**config.mk**
```make
export PLATFORM = sky130hd
export DESIGN_NAME = video_timing_gen
export DESIGN_NICKNAME = d
export VERILOG_FILES = /design/src/rtl/video_timing_gen.sv
export SDC_FILE = /design/constraint.sdc
export NUM_CORES = 1
export LEC_CHECK = 0
export CAP_MARGIN = 0
export CORE_MARGIN = 2
export CORE_UTILIZATION = 33
export DETAILED_ROUTE_END_ITERATION = 8
export GPL_ROUTABILITY_DRIVEN = 0
export PLACE_DENSITY = 0.55
export SLEW_MARGIN = 40
export SYNTH_ARGS = -nofsm -noshare
export SYNTH_HDL_FRONTEND = slang
export SYNTH_SLANG_ARGS = --single-unit
```
**constraint.sdc**
```tcl
create_clock -name clk -period 2.91 [get_ports clk]
set_input_delay 0.7275 -clock clk [delete_from_list [all_inputs] [get_ports clk]]
set_output_delay 0.7275 -clock clk [all_outputs]
set_load 0.01 [all_outputs]
```
**src/rtl/video_timing_gen.sv**
```systemverilog
// Raster timing generator: free-running h/v counters advanced by a pixel strobe,
// with registered blanking/sync/frame-start decodes aligned to the counts.
module video_timing_gen #(
  parameter int ACTIVE_H = 1280,
  parameter int H_FP     = 110,
  parameter int H_SYNC   = 40,
  parameter int H_BP     = 220,
  parameter int ACTIVE_V = 720,
  parameter int V_FP     = 5,
  parameter int V_SYNC   = 5,
  parameter int V_BP     = 20,
  parameter int FC_WIDTH = 6
) (
  input  logic                clk,
  input  logic                rst,
  input  logic                enable,
  output logic [10:0]         h_count_out,
  output logic [9:0]          v_count_out,
  output logic                active_draw_out,
  output logic                hsync_out,
  output logic                vsync_out,
  output logic                new_frame_out,
  output logic [FC_WIDTH-1:0] frame_count_out
);

  localparam int TOTAL_H = ACTIVE_H + H_FP + H_SYNC + H_BP;
  localparam int TOTAL_V = ACTIVE_V + V_FP + V_SYNC + V_BP;

  localparam logic [10:0] H_LAST   = 11'(TOTAL_H - 1);
  localparam logic [10:0] H_ACT    = 11'(ACTIVE_H);
  localparam logic [10:0] HS_START = 11'(ACTIVE_H + H_FP);
  localparam logic [10:0] HS_END   = 11'(ACTIVE_H + H_FP + H_SYNC);
  localparam logic [9:0]  V_LAST   = 10'(TOTAL_V - 1);
  localparam logic [9:0]  V_ACT    = 10'(ACTIVE_V);
  localparam logic [9:0]  VS_START = 10'(ACTIVE_V + V_FP);
  localparam logic [9:0]  VS_END   = 10'(ACTIVE_V + V_FP + V_SYNC);

  logic [10:0]         h_q, h_d;
  logic [9:0]          v_q, v_d;
  logic                active_q, active_d;
  logic                hsync_q, hsync_d;
  logic                vsync_q, vsync_d;
  logic                new_frame_q, new_frame_d;
  logic [FC_WIDTH-1:0] fc_q, fc_d;

  // Decodes use the next-state counts so each registered flag lines up with
  // the count it describes rather than lagging it by one strobe.
  always_comb begin
    h_d         = h_q;
    v_d         = v_q;
    new_frame_d = 1'b0;
    fc_d        = fc_q;
    if (enable) begin
      if (h_q == H_LAST) begin
        h_d = '0;
        v_d = (v_q == V_LAST) ? '0 : v_q + 10'd1;
      end else begin
        h_d = h_q + 11'd1;
      end
      if ((h_d == H_ACT) && (v_d == V_ACT)) begin
        new_frame_d = 1'b1;
        fc_d        = fc_q + FC_WIDTH'(1);
      end
    end
    active_d = (h_d < H_ACT) && (v_d < V_ACT);
    hsync_d  = (h_d >= HS_START) && (h_d < HS_END);
    vsync_d  = (v_d >= VS_START) && (v_d < VS_END);
  end

  // Reset parks the counters on the last pixel so the first strobe lands on (0,0).
  always_ff @(posedge clk or negedge rst) begin
    if (!rst) begin
      h_q         <= H_LAST;
      v_q         <= V_LAST;
      active_q    <= 1'b0;
      hsync_q     <= 1'b0;
      vsync_q     <= 1'b0;
      new_frame_q <= 1'b0;
      fc_q        <= '0;
    end else begin
      h_q         <= h_d;
      v_q         <= v_d;
      active_q    <= active_d;
      hsync_q     <= hsync_d;
      vsync_q     <= vsync_d;
      new_frame_q <= new_frame_d;
      fc_q        <= fc_d;
    end
  end

  assign h_count_out     = h_q;
  assign v_count_out     = v_q;
  assign active_draw_out = active_q;
  assign hsync_out       = hsync_q;
  assign vsync_out       = vsync_q;
  assign new_frame_out   = new_frame_q;
  assign frame_count_out = fc_q;

endmodule
```
==> impl_results.md, run 1 <==
* Lkg Pwr at 1.07 nW
* Min Tclk post-route at 2670 ps
* Initial DRC Count at 86
* Mapped Nets at about 220
* Max_cap viols at 0
* Post-route ant nets at 0
* WL/cell at 16.0 microns
* Clock skew at approximately 8.2 ps
* Crit end category: flop
* Core Rows at 28
* First-pass GRT wire length at 9270 microns
* Share of cells above drive strength 1 at 0.206
* Fillers at about 610
* Synth Instances at 211
* Vias at 1820
* RSZ-0062 raised after global routing: false
* CTS clk-pin slew, worst paths at 70 ps
* Critical Path Start Type: flop
* Critical Path RT at 3080 ps
* Largest net degree at the start of global routing at 32
* Mapped Avg Cell Area at 9.87 sq um
* Final period util at 0.918
* # IOs at 34
* GRT Util Overall at 0.161
* Register Area at approximately 790 sq um
* Prevailing post-synth register cell: dfrtp_1
* Fin area at approximately 2600 sq um
* Worst path slowest cell: dfstp_2
* Initial antenna violation count at 0
* Total power at 1.38 mW
* Outcome: completed
* Clk pwr share at 0.233
* Area Growth Syn to Fin at 27.0%
* Register share of total power at 0.441
* Max-slew violations at 0
* Yosys cell types at 69
* Initial core utilization at 0.346
* Clock sink total at 31
* Die X-Extent at 83.4 microns
* Total core area at roughly 6000 sq um
* Final hold viol count at 0
* Critical path class: flop to flop
* Grt ovf at 0
* Num CTS Buffers at 5
* Post-CTS Repair Setup Buffers at 0
* TritonCTS clock tree: built
* Final Net Count at 264
* Htree depth at 2
* Post-Syn Area at 2080 sq um
* Max incr delay on CP at 570 ps
* Vias in the first global route at 1886
* First-pass detailed-route iteration total at 4
* Via density at 5.48
* Die footprint at approximately 7000 sq um
* DRC at 0
* HPWL after DPL at 3900 microns
* Later-pin clock latency in the skew report at 280 ps
* IO buf count at 33
* Tightest Hold Check Type: flop to flop
* Post-DP Area at 2560 sq um
* Post-CTS Resized at 0
* Comb pwr share at 0.325
* Sequential cell area fraction in the yosys report at 0.380
* Worst VDD drop at 0.000419 V
* Slew HR at 0.656
* Antenna Cells at 0
* Switching share of power at 0.357
* Fmax at 0.374 GHz
* Actual slew at the worst max-slew pin at between 500 and 600 ps
* Synth warn at 0
* Worst EP arrival at around 2800 ps
* EDFF count, synth at 0
* Max Root-Sink Buffers at 2
* Power Density at 523 nW/um^2
* FFs w/ async S/R, synth at 1.00
* Root buf cell: clkbuf_8
* Die H at 83.4 microns
* Drt total wl at between 5000 and 6000 microns
* Net Sw Power at 0.493 mW
* Multi-input combinational cell area at approximately 1200 sq um
* Register bit total from synthesis at 31
* Worst path cell trace: ha_1 > nand3_2 > or3_4 > a2111oi_4 > o2111ai_2 > a211oi_2 > mux2_1
* CP max FO at 6
* Final setup fails at 0
* Number of hold buffers added after CTS at 0
* P_int at 0.890 mW
==> cell usage in the layout (no fill, tap or decap), types with 2 or more instances in the layout <==
cell type / Yosys / routed
a2111oi_1: 3 / 3
and4_1: 2 / 2
a21oi_1: 4 / 4
nand3_1: 10 / 10
ha_1: 5 / 5
buf_4: 1 / 15
a211oi_1: 2 / 2
clkbuf_8: 0 / 5
and4b_1: 3 / 3
nand2b_1: 4 / 4
clkbuf_1: 3 / 2
dfstp_2: 13 / 13
nor4_1: 4 / 4
clkdlybuf4s50_1: 0 / 33
or3_1: 2 / 2
nand2_1: 15 / 15
o211ai_1: 2 / 2
a22o_1: 2 / 2
mux2_1: 2 / 2
xor2_1: 8 / 8
a31oi_1: 3 / 3
nor4b_1: 4 / 4
inv_1: 13 / 13
o21ai_0: 10 / 10
nor3_1: 8 / 8
o22ai_1: 2 / 2
o31ai_1: 2 / 2
xnor2_1: 3 / 3
nand4b_1: 3 / 3
and3_1: 4 / 4
nor2_1: 6 / 6
nor4bb_1: 2 / 2
dfrtp_1: 18 / 18
nor2b_1: 2 / 2
nand4_1: 3 / 3
o21a_1: 3 / 3
a211oi_2: 2 / 2
nand3_2: 2 / 2
==> state kept, by name, indices dropped and copies added, names as in the netlist <==
register         cells
h_count_out         11
hsync_out            1
v_count_out         10
frame_count_out      6
active_draw_out      1
vsync_out            1
new_frame_out        1
==> logic make-up (layout without fill, tap and decap cells) <==
group                      count (synthesis)  count (layout)  share of synthesized area
muxes                                      4               4                     0.0210
adders and majority gates                  5               5                     0.0300
AOI/OAI and AO/OA                         53              53                      0.210
buffers and inverters                     23              69                     0.0523
xor gates and xnor gates                  11              11                     0.0463
and+or+nand+nor                           84              84                      0.260
DFF                                       31              31                      0.380
==> cell usage after synthesis (4+ instances only) <==
master    instances  area (sq um)
nand2b_1          4          25.0
nor2_1            6          22.5
o21ai_0          10          50.1
ha_1              5          62.6
nand2_1          15          56.3
nor4b_1           4          35.0
and3_1            4          25.0
nor3_1            8          40.0
dfrtp_1          18           450
xor2_1            8          70.1
a21oi_1           4          20.0
inv_1            13          48.8
nand3_1          10          50.1
dfstp_2          13           342
nor4_1            4          25.0
==> power by group through the flow <==
stage	combinational, mW	sequential [mW]	clock (mW)
floorplan	0.265	0.598	0
global placement	0.444	0.616	0
detailed placement	0.449	0.616	0
CTS	0.451	0.609	0.335
global route	0.493	0.627	0.356
finish	0.450	0.610	0.323
==> layer usage <==
| layer | wire [microns] | part of all wire | global-route usage | vias to the layer above |
|---|---|---|---|---|
| met3 | 211 | 0.040 | 0.0368 | 7 |
| li1 | - | - | - | 895 |
| met1 | 2620 | 0.49 | 0.225 | 877 |
| met2 | 2400 | 0.45 | 0.250 | 41 |
| met4 | 74 | 0.014 | 0.0469 | 0 |
| met5 | 0 | 0 | 0 | - |
==> final timing paths <==
check	start	end	slack (ps)	depth (start not counted)
max	h_count_out[0]	frame_count_out[1]	240	7
min reg2reg	frame_count_out[5]	frame_count_out[5]	470	1
max reg2reg	h_count_out[0]	frame_count_out[1]	240	7
max in group asynchronous	rst	h_count_out[0]	1750	2
min	frame_count_out[5]	frame_count_out[5]	470	1
min in group asynchronous	rst	frame_count_out[4]	840	2
==> metrics by stage <==
| stage | utilization | instances | hold WS (ps) | setup slack, ps | setup TNS, ps |
|---|---|---|---|---|---|
| after global placement | 0.425 | 324 | 460 | 1.38 | 0 |
| after detailed placement | 0.425 | 324 | 464 | -53.3 | -53.3 |
| after floorplan | - | 211 | 432 | 239 | 0 |
| after CTS | 0.438 | 332 | 477 | 208 | 0 |
| final | 0.439 | 332 | 469 | 239 | 0 |
| after global routing | 0.439 | 332 | 502 | 48.5 | 0 |
==> cell type report <==
class                           count  area share
Sequential cell                    31       0.300
Clock buffer                        7      0.0289
Timing Repair Buffer               48       0.168
Tap cell                           75      0.0355
Clock inverter                      1     0.00189
Inverter                           13      0.0185
Multi-Input combinational cell    157       0.448
==> worst max-delay path: cells and delay by family (launching register included) <==
kind,cells,cell delay (ps)
flops,1,570
fa+ha+maj,1,250
mux,1,340
simple gates,2,500
compound gates,3,890
No activity file was read; power rests on OpenSTA's default activity.
==> run 2, diff against run 1 <==
Settings changed: CTS_BUF_LIST set to sky130_fd_sc_hd__clkbuf_4.
==> run 2 against run 1 <==
Register-to-register slack is essentially flat. Non-clock buffer count is the same. Sequential share of layout area grew 0.27 points. Combinational power is essentially flat. First-iteration DRC count grew 14%. Cell count is the same. Total power shrank 4.4%. Routed wire length grew 0.77%. Utilization shrank 0.39 points. Via count shrank 0.49%. Sequential cell count is the same. Critical endpoint unchanged.
==> impl_results.md, run 2 (synthesized netlist as in run 1, its figures left out) <==
* Worst path cell trace: ha_1 > nand3_2 > or3_4 > a2111oi_4 > o2111ai_2 > a211oi_2 > mux2_1 (unchanged)
* Num CTS Buffers at 5 (unchanged)
* Fin worst setup slack at 243 ps (was 239 ps)
* Final hold viol count at 0 (unchanged)
* Root buf cell: clkbuf_4 (was clkbuf_8)
* Worst path slowest cell: dfstp_2 (unchanged)
* TritonCTS clock tree: built (unchanged)
* Largest register FFs at 11 (unchanged)
* Worst EP arrival at 2900 ps (was 2840 ps)
* Max layer used: met4 (unchanged)
* Grt ovf at 0 (unchanged)
* Final setup fails at 0 (unchanged)
* Most frequent cells in the layout: clkdlybuf4s50_1, dfrtp_1, nand2_1, buf_4 (unchanged)
* RSZ-0062 raised after global routing: false (unchanged)
* Vias in the first global route at 1885 (was 1886)
* Critical Path Start Type: flop (unchanged)
* Antenna Cells at 0 (unchanged)
* Met3 wire length at 266 microns (was 211 microns)
* Post-route ant nets at 0 (unchanged)
* Met1 WL at 2560 microns (was 2620 microns)
* Power Density at 504 nW/um^2 (was 523 nW/um^2)
* Clock sink total at 31 (unchanged)
* # IOs at 34 (unchanged)
* Register Area at 792 sq um (unchanged)
* CP max FO at 6 (unchanged)
* Worst Hold Margin at 473 ps (was 469 ps)
* WL met2 at 2430 microns (was 2400 microns)
* Slew HR at 0.663 (was 0.656)
* CTS clk-pin slew, worst paths at 100 ps (was 70 ps)
* Via density at 5.45 (was 5.48)
* GRT Util Overall at 0.165 (was 0.161)
* Core Rows at 28 (unchanged)
* Actual slew at the worst max-slew pin at 499 ps (was 509 ps)
* Max_cap viols at 0 (unchanged)
* Multi-input combinational cell area at 1180 sq um (unchanged)
* First-pass detailed-route iteration total at 4 (unchanged)
* Die X-Extent at 83.4 microns (unchanged)
* Initial DRC Count at 98 (was 86)
* Max incr delay on CP at 580 ps (was 570 ps)
* Critical path class: flop to flop (unchanged)
* Later-pin clock latency in the skew report at 340 ps (was 280 ps)
* Lkg Pwr at 1.06 nW (was 1.07 nW)
* Fillers at 614 (was 605)
* Initial core utilization at 0.346 (unchanged)
* Critical Path RT at 3150 ps (was 3080 ps)
* Non-filler cells, final at 332 (unchanged)
* Max Root-Sink Buffers at 2 (unchanged)
* Max-slew violations at 0 (unchanged)
* Fmax at 0.375 GHz (was 0.374 GHz)
* Drt total wl at 5350 microns (was 5310 microns)
* Vias at 1811 (was 1820)
* Crit end category: flop (unchanged)
* Placed cell count at 324 (unchanged)
* Final Net Count at 264 (unchanged)
* Clock skew at 10.6 ps (was 8.22 ps)
* Family with the most delay on the worst path: compound AO/OA/AOI/OAI gates (unchanged)
* Dpl ws at -53.3 ps (unchanged)
* Min Tclk post-route at 2670 ps (about the same)
* Die H at 83.4 microns (unchanged)
* IO buf count at 33 (unchanged)
* Number of hold buffers added after CTS at 0 (unchanged)
* Area Growth Syn to Fin at 25.8% (was 27.0%)
* WL/cell at 16.1 microns (was 16.0 microns)
* Post-CTS Repair Setup Buffers at 0 (unchanged)
* Total core area at 6030 sq um (unchanged)
* Htree depth at 2 (unchanged)
* Share of cells above drive strength 1 at 0.214 (was 0.206)
* Die footprint at 6960 sq um (unchanged)
* Largest net degree at the start of global routing at 32 (unchanged)
* WP buf/inv at 0 (unchanged)
* First-pass GRT wire length at 9380 microns (was 9270 microns)
* HPWL after DPL at 3900 microns (unchanged)
* Commonest non-fill, non-tap cell in the layout: clkdlybuf4s50_1 (unchanged)
* DRC at 0 (unchanged)
* Initial antenna violation count at 0 (unchanged)
* Final period util at 0.916 (was 0.918)
* Outcome: completed (unchanged)
* Worst VDD drop at 0.000365 V (was 0.000419 V)
* Tightest Hold Check Type: flop to flop (unchanged)
## run 2: worst paths after layout
kind | from | end | slack [ps] | depth (start not counted)
max | h_count_out[0] | frame_count_out[1] | 240 | 7
min | frame_count_out[5] | frame_count_out[5] | 470 | 1
max reg2reg | h_count_out[0] | frame_count_out[1] | 240 | 7
min reg2reg | frame_count_out[5] | frame_count_out[5] | 470 | 1
max in group asynchronous | rst | h_count_out[0] | 1820 | 2
min in group asynchronous | rst | frame_count_out[4] | 770 | 2
## run 2: through the flow
stage                util  area (sq um)  power, mW  TNS, ps
floorplan               -          2080      0.863        0
global placement    0.425          2560       1.06        0
detailed placement  0.425          2560       1.07    -53.3
CTS                 0.434          2620       1.34        0
global route        0.435          2620       1.42        0
finish              0.435          2620       1.32        0
## run 2: report_power, final
part           internal (mW)  switching (mW)
registers              0.499           0.111
logic                  0.223           0.225
clock network          0.113           0.152
## run 2: layout make-up
type | instances | share of cell area
flip-flops and latches | 31 | 0.302
clock inverters | 1 | 0.00191
multi-input cells | 157 | 0.452
repair buffers | 48 | 0.169
clock buffers | 7 | 0.0201
well taps | 75 | 0.0358
inverters | 13 | 0.0186
## run 2: what timing repair did
action / CTS / global route
hold endpoints to repair: 0 / 0
setup endpoints to repair: 0 / 1
gates resized for setup: 0 / 1
## run 2: metal layers
metal / up-vias / global-route usage
met2: 49 / 0.248
met1: 864 / 0.228
li1: 890 / -
met4: 0 / 0.0704
met3: 8 / 0.0368
met5: - / 0
==> run 3, diff against run 2 <==
--- a/config.mk
+++ b/config.mk
@@ -9,7 +9,8 @@
 export CORE_MARGIN = 2
-export CORE_UTILIZATION = 33
+export CORE_UTILIZATION = 54
 export CTS_BUF_LIST = sky130_fd_sc_hd__clkbuf_4
+export CTS_CLUSTER_DIAMETER = 40
 export DETAILED_ROUTE_END_ITERATION = 8
 export GPL_ROUTABILITY_DRIVEN = 0
-export PLACE_DENSITY = 0.55
+export PLACE_DENSITY = 0.82
 export SLEW_MARGIN = 40
--- a/constraint.sdc
+++ b/constraint.sdc
@@ -3,2 +3,2 @@
 set_output_delay 0.7275 -clock clk [all_outputs]
-set_load 0.01 [all_outputs]
+set_load 0.05 [all_outputs]
==> run 3 against run 2 <==
Sequential share of layout area increased by 0.44 points. Largest cell class unchanged. Worst hold slack got worse by 4.0 ps. Largest power group unchanged. Register-to-register slack got worse by 70 ps.
==> impl_results.md, run 3 (synthesized netlist as in run 1, its figures left out) <==
* Outcome: completed (unchanged)
* Largest register FFs at 11 (unchanged)
* WL/cell at 16.2 microns (was 16.1 microns)
* Htree depth at 2 (unchanged)
* DRC at 0 (unchanged)
* Max incr delay on CP at 600 ps (was 580 ps)
* Via density at 6.09 (was 5.45)
* Fin util at 0.700 (was 0.435)
* CTS clk-pin slew, worst paths at 90 ps (was 100 ps)
* Initial core utilization at 0.564 (was 0.346)
* Family with the most delay on the worst path: compound AO/OA/AOI/OAI gates (unchanged)
* Die footprint at 4370 sq um (was 6960 sq um)
* Comb pwr share at 0.412 (was 0.339)
* Final period util at 0.940 (was 0.916)
* Core Rows at 22 (was 28)
* CP max FO at 6 (unchanged)
* Most frequent cells in the layout: clkdlybuf4s50_1, dfrtp_1, nand2_1, buf_4 (unchanged)
* Power Density at 573 nW/um^2 (was 504 nW/um^2)
* Die X-Extent at 66.1 microns (was 83.4 microns)
* Tightest Hold Check Type: flop to flop (unchanged)
* Register share of total power at 0.414 (was 0.461)
* Die H at 66.1 microns (was 83.4 microns)
* Commonest non-fill, non-tap cell in the layout: clkdlybuf4s50_1 (unchanged)
* Total power at 1.48 mW (was 1.32 mW)
* Antenna Cells at 0 (unchanged)
* TritonCTS clock tree: built (unchanged)
* Final setup fails at 0 (unchanged)
* First-pass GRT wire length at 8600 microns (was 9380 microns)
* Total core area at 3690 sq um (was 6030 sq um)
* IO buf count at 33 (unchanged)
* Switching share of power at 0.436 (was 0.369)
* Area Growth Syn to Fin at 24.0% (was 25.8%)
* Post-CTS Resized at 0 (unchanged)
* Vias at 1857 (was 1811)
* Final Net Count at 264 (unchanged)
* Worst EP arrival at 2960 ps (was 2900 ps)
* Root buf cell: clkbuf_4 (unchanged)
* Clock skew at 7.38 ps (was 10.6 ps)
* Largest net degree at the start of global routing at 32 (unchanged)
* First-pass detailed-route iteration total at 4 (unchanged)
* Worst path cell trace: ha_1 > nand3_2 > or3_4 > a2111oi_4 > o2111ai_2 > a211oi_2 > mux2_1 (unchanged)
* Max_cap viols at 0 (unchanged)
* Min Tclk post-route at 2730 ps (was 2670 ps)
* Critical path class: flop to flop (unchanged)
* Worst VDD drop at 0.000318 V (was 0.000365 V)
* Initial DRC Count at 125 (was 98)
* WP buf/inv at 0 (unchanged)
* Crit end category: flop (unchanged)
* Max Root-Sink Buffers at 2 (unchanged)
* Final hold viol count at 0 (unchanged)
* Fmax at 0.366 GHz (was 0.375 GHz)
* Net Sw Power at 0.645 mW (was 0.488 mW)
* Clk pwr share at 0.174 (was 0.200)
* Critical Path RT at 3130 ps (was 3150 ps)
* P_int at 0.835 mW (was 0.834 mW)
* Post-CTS Repair Setup Buffers at 0 (unchanged)
* Lkg Pwr at 1.06 nW (about the same)
* GRT Util Overall at 0.258 (was 0.165)
* Worst path slowest cell: dfstp_2 (unchanged)
* Post-route ant nets at 0 (unchanged)
* Number of hold buffers added after CTS at 0 (unchanged)
* # IOs at 34 (unchanged)
* Vias in the first global route at 1825 (was 1885)
* Slew HR at 0.637 (was 0.663)
* Max-slew violations at 0 (unchanged)
* RSZ-0062 raised after global routing: false (unchanged)
* HPWL after DPL at 3710 microns (was 3900 microns)
* Initial antenna violation count at 0 (unchanged)
* Num CTS Buffers at 5 (unchanged)
* Share of cells above drive strength 1 at 0.210 (was 0.214)
* Actual slew at the worst max-slew pin at 539 ps (was 499 ps)
* Fillers at 317 (was 614)
* Later-pin clock latency in the skew report at 340 ps (about the same)
* Critical Path Start Type: flop (unchanged)
* Drt total wl at 4940 microns (was 5350 microns)
* Clock sink total at 31 (unchanged)
* Grt ovf at 0 (unchanged)
[run 3: worst paths after layout]
check | startpoint | to | slack, ps | cells after the start
min in group asynchronous | rst | v_count_out[1] | 770 | 2
max in group asynchronous | rst | v_count_out[7] | 1830 | 2
setup reg to reg | h_count_out[0] | frame_count_out[1] | 180 | 7
hold / removal | frame_count_out[5] | frame_count_out[5] | 470 | 1
hold reg to reg | frame_count_out[5] | frame_count_out[5] | 470 | 1
setup / recovery | h_count_out[0] | frame_count_out[1] | 180 | 7
[run 3: layer usage]
layer,wire [microns],GRT usage
met4,102,0.102
met1,2110,0.327
met3,264,0.0613
met5,0,0
met2,2460,0.421
[run 3: stage by stage]
step | cell area (sq um) | hold WS [ps] | cells | setup TNS [ps] | worst slack [ps]
detailed placement | 2520 | 463 | 297 | -90.5 | -51.4
global placement | 2520 | 460 | 297 | 0 | 62.7
CTS | 2580 | 477 | 305 | 0 | 163
global route | 2580 | 508 | 305 | 0 | 28.6
finish | 2580 | 469 | 305 | 0 | 175
floorplan | 2080 | 432 | 211 | 0 | 41.0
[run 3: cell type report]
type	instances	area, sq um	share of cell area
multi-input cells	157	1180	0.457
flip-flops and latches	31	792	0.307
repair buffers	48	443	0.172
well taps	48	60.1	0.0233
clock buffers	7	52.6	0.0203
inverters	13	48.8	0.0189
clock inverters	1	5.00	0.00194
[run 3: worst reg2reg max path, stage by stage (launching register included)]
cell and delay [ps]:
dfstp_2 600, ha_1 260, nand3_2 100, or3_4 400
a2111oi_4 360, o2111ai_2 260, a211oi_2 290, mux2_1 350
[run 3: power by group through the flow]
stage	combinational [mW]	sequential (mW)	clock [mW]
after floorplan	0.265	0.761	0
after global placement	0.594	0.617	0
after detailed placement	0.607	0.619	0
after CTS	0.610	0.612	0.268
after global routing	0.661	0.627	0.284
final	0.609	0.612	0.258
==> RTL change, RTL diff (settings of run 2) <==
The parameter `FC_WIDTH` goes from 6 to 7.
--- a/src/rtl/video_timing_gen.sv
+++ b/src/rtl/video_timing_gen.sv
@@ -9,7 +9,7 @@
   parameter int V_FP     = 5,
   parameter int V_SYNC   = 5,
   parameter int V_BP     = 20,
-  parameter int FC_WIDTH = 6
+  parameter int FC_WIDTH = 7
 ) (
   input  logic                clk,
   input  logic                rst,
Ports: changed (resized frame_count_out); port bits go from 34 to 35. The function was not compared with the original's and may differ.
==> RTL change against run 2 <==
Non-clock buffer count decreased by 3; routed wire length increased by 9.9%; combinational power rose by 4%; design area increased by 4.9%; sequential cell count increased by 1; worst setup slack improved by 0.12 ns; via count rose by 14%; synthesized area grew 9.1%; first-iteration DRC count is 15% higher; critical path type unchanged; total power rose by 1.3%; clock skew up 0.0017 ns; critical endpoint is now hsync_out; largest power group unchanged; sequential power rose by 3%; global-route usage is 0.30 points higher.
==> RTL change: results (changes against run 2) <==
| Metric | Value |
|---|---|
| Status | finished, final reports clean |
| Reg2reg path depth | 9 (+2) |
| Synth cell count leaders | dfrtp_1, nand2_1, o21ai_0 |
| Port Buffers | 34 (+3.0%) |
| First-pass GRT wire length | 10000 µm (+7.1%) |
| CP Max Fanout | 9 (+3) |
| Post-Place Cell Area | 0.00270 mm² (+5.4%) |
| Hold Startpoint | frame_count_out[6] |
| Total track usage | 16.8% (+0.30 points) |
| Setup WS pre-CTS | 0.0977 ns (+0.151 ns) |
| R2R Setup Slk | 0.36 ns (+0.12 ns) |
| Slowest-stage cell, CP | dfrtp_1 |
| Sequential-to-total area share from yosys stat | 36.0% (-2.1 points) |
| Synth top area cells | dfrtp_1, dfstp_2, o21ai_0 |
| Final worst path period share | 87.5% (-4.1 points) |
| DP Cell Count | 360 (+11%) |
| Worst Tran Pin Value | 0.580 ns (+0.0811 ns) |
| Max IR drop VDD | 296 µV (-19%) |
| Launch point of the worst path | h_count_out[1] |
| P_leak | 1.09 nW (+2.6%) |
| R2R Path End | hsync_out |
| Mean Syn Cell Area | 9.01 µm² (-8.7%) |
| Clock skew | 0.0123 ns (+0.00175 ns) |
| DR iter-0 viols | 113 (+15%) |
| Via count | 2070 (+14%) |
| Slowest Stage Delay on Critical Path | 0.52 ns (-0.06 ns) |
| Switching pwr | 0.000529 W (+8.4%) |
| Post-Syn Nets | 260 (+19%) |
==> RTL change: logic make-up (layout without fill, tap and decap cells) <==
group / after synthesis / in the layout / synth area share (%)
AO/OA/AOI/OAI: 62 / 62 / 18.8
XOR/XNOR: 10 / 10 / 3.86
adder cells (fa/ha/maj): 5 / 5 / 2.75
buffers and inverters: 29 / 65 / 6.23
flip-flops: 32 / 32 / 36.0
multiplexers: 4 / 4 / 1.87
AND/OR/NAND/NOR: 110 / 110 / 30.5
==> RTL change: cell type report <==
class / count / area (µm²) / share of cell area, %
clock buffer: 5 / 37.5 / 1.37
timing repair buffer: 45 / 423 / 15.4
sequential: 32 / 817 / 29.7
multi-input combinational: 191 / 1310 / 47.7
tap: 80 / 100 / 3.64
clock inverter: 3 / 13.8 / 0.501
inverter: 12 / 45.0 / 1.64
==> RTL change: layer usage <==
metal	GRT usage (%)	vias up	wire (µm)
met5	0	-	0
met4	4.55	0	65
met3	3.32	5	276
met2	25.7	49	2700
met1	24.1	982	2830
li1	-	1034	-
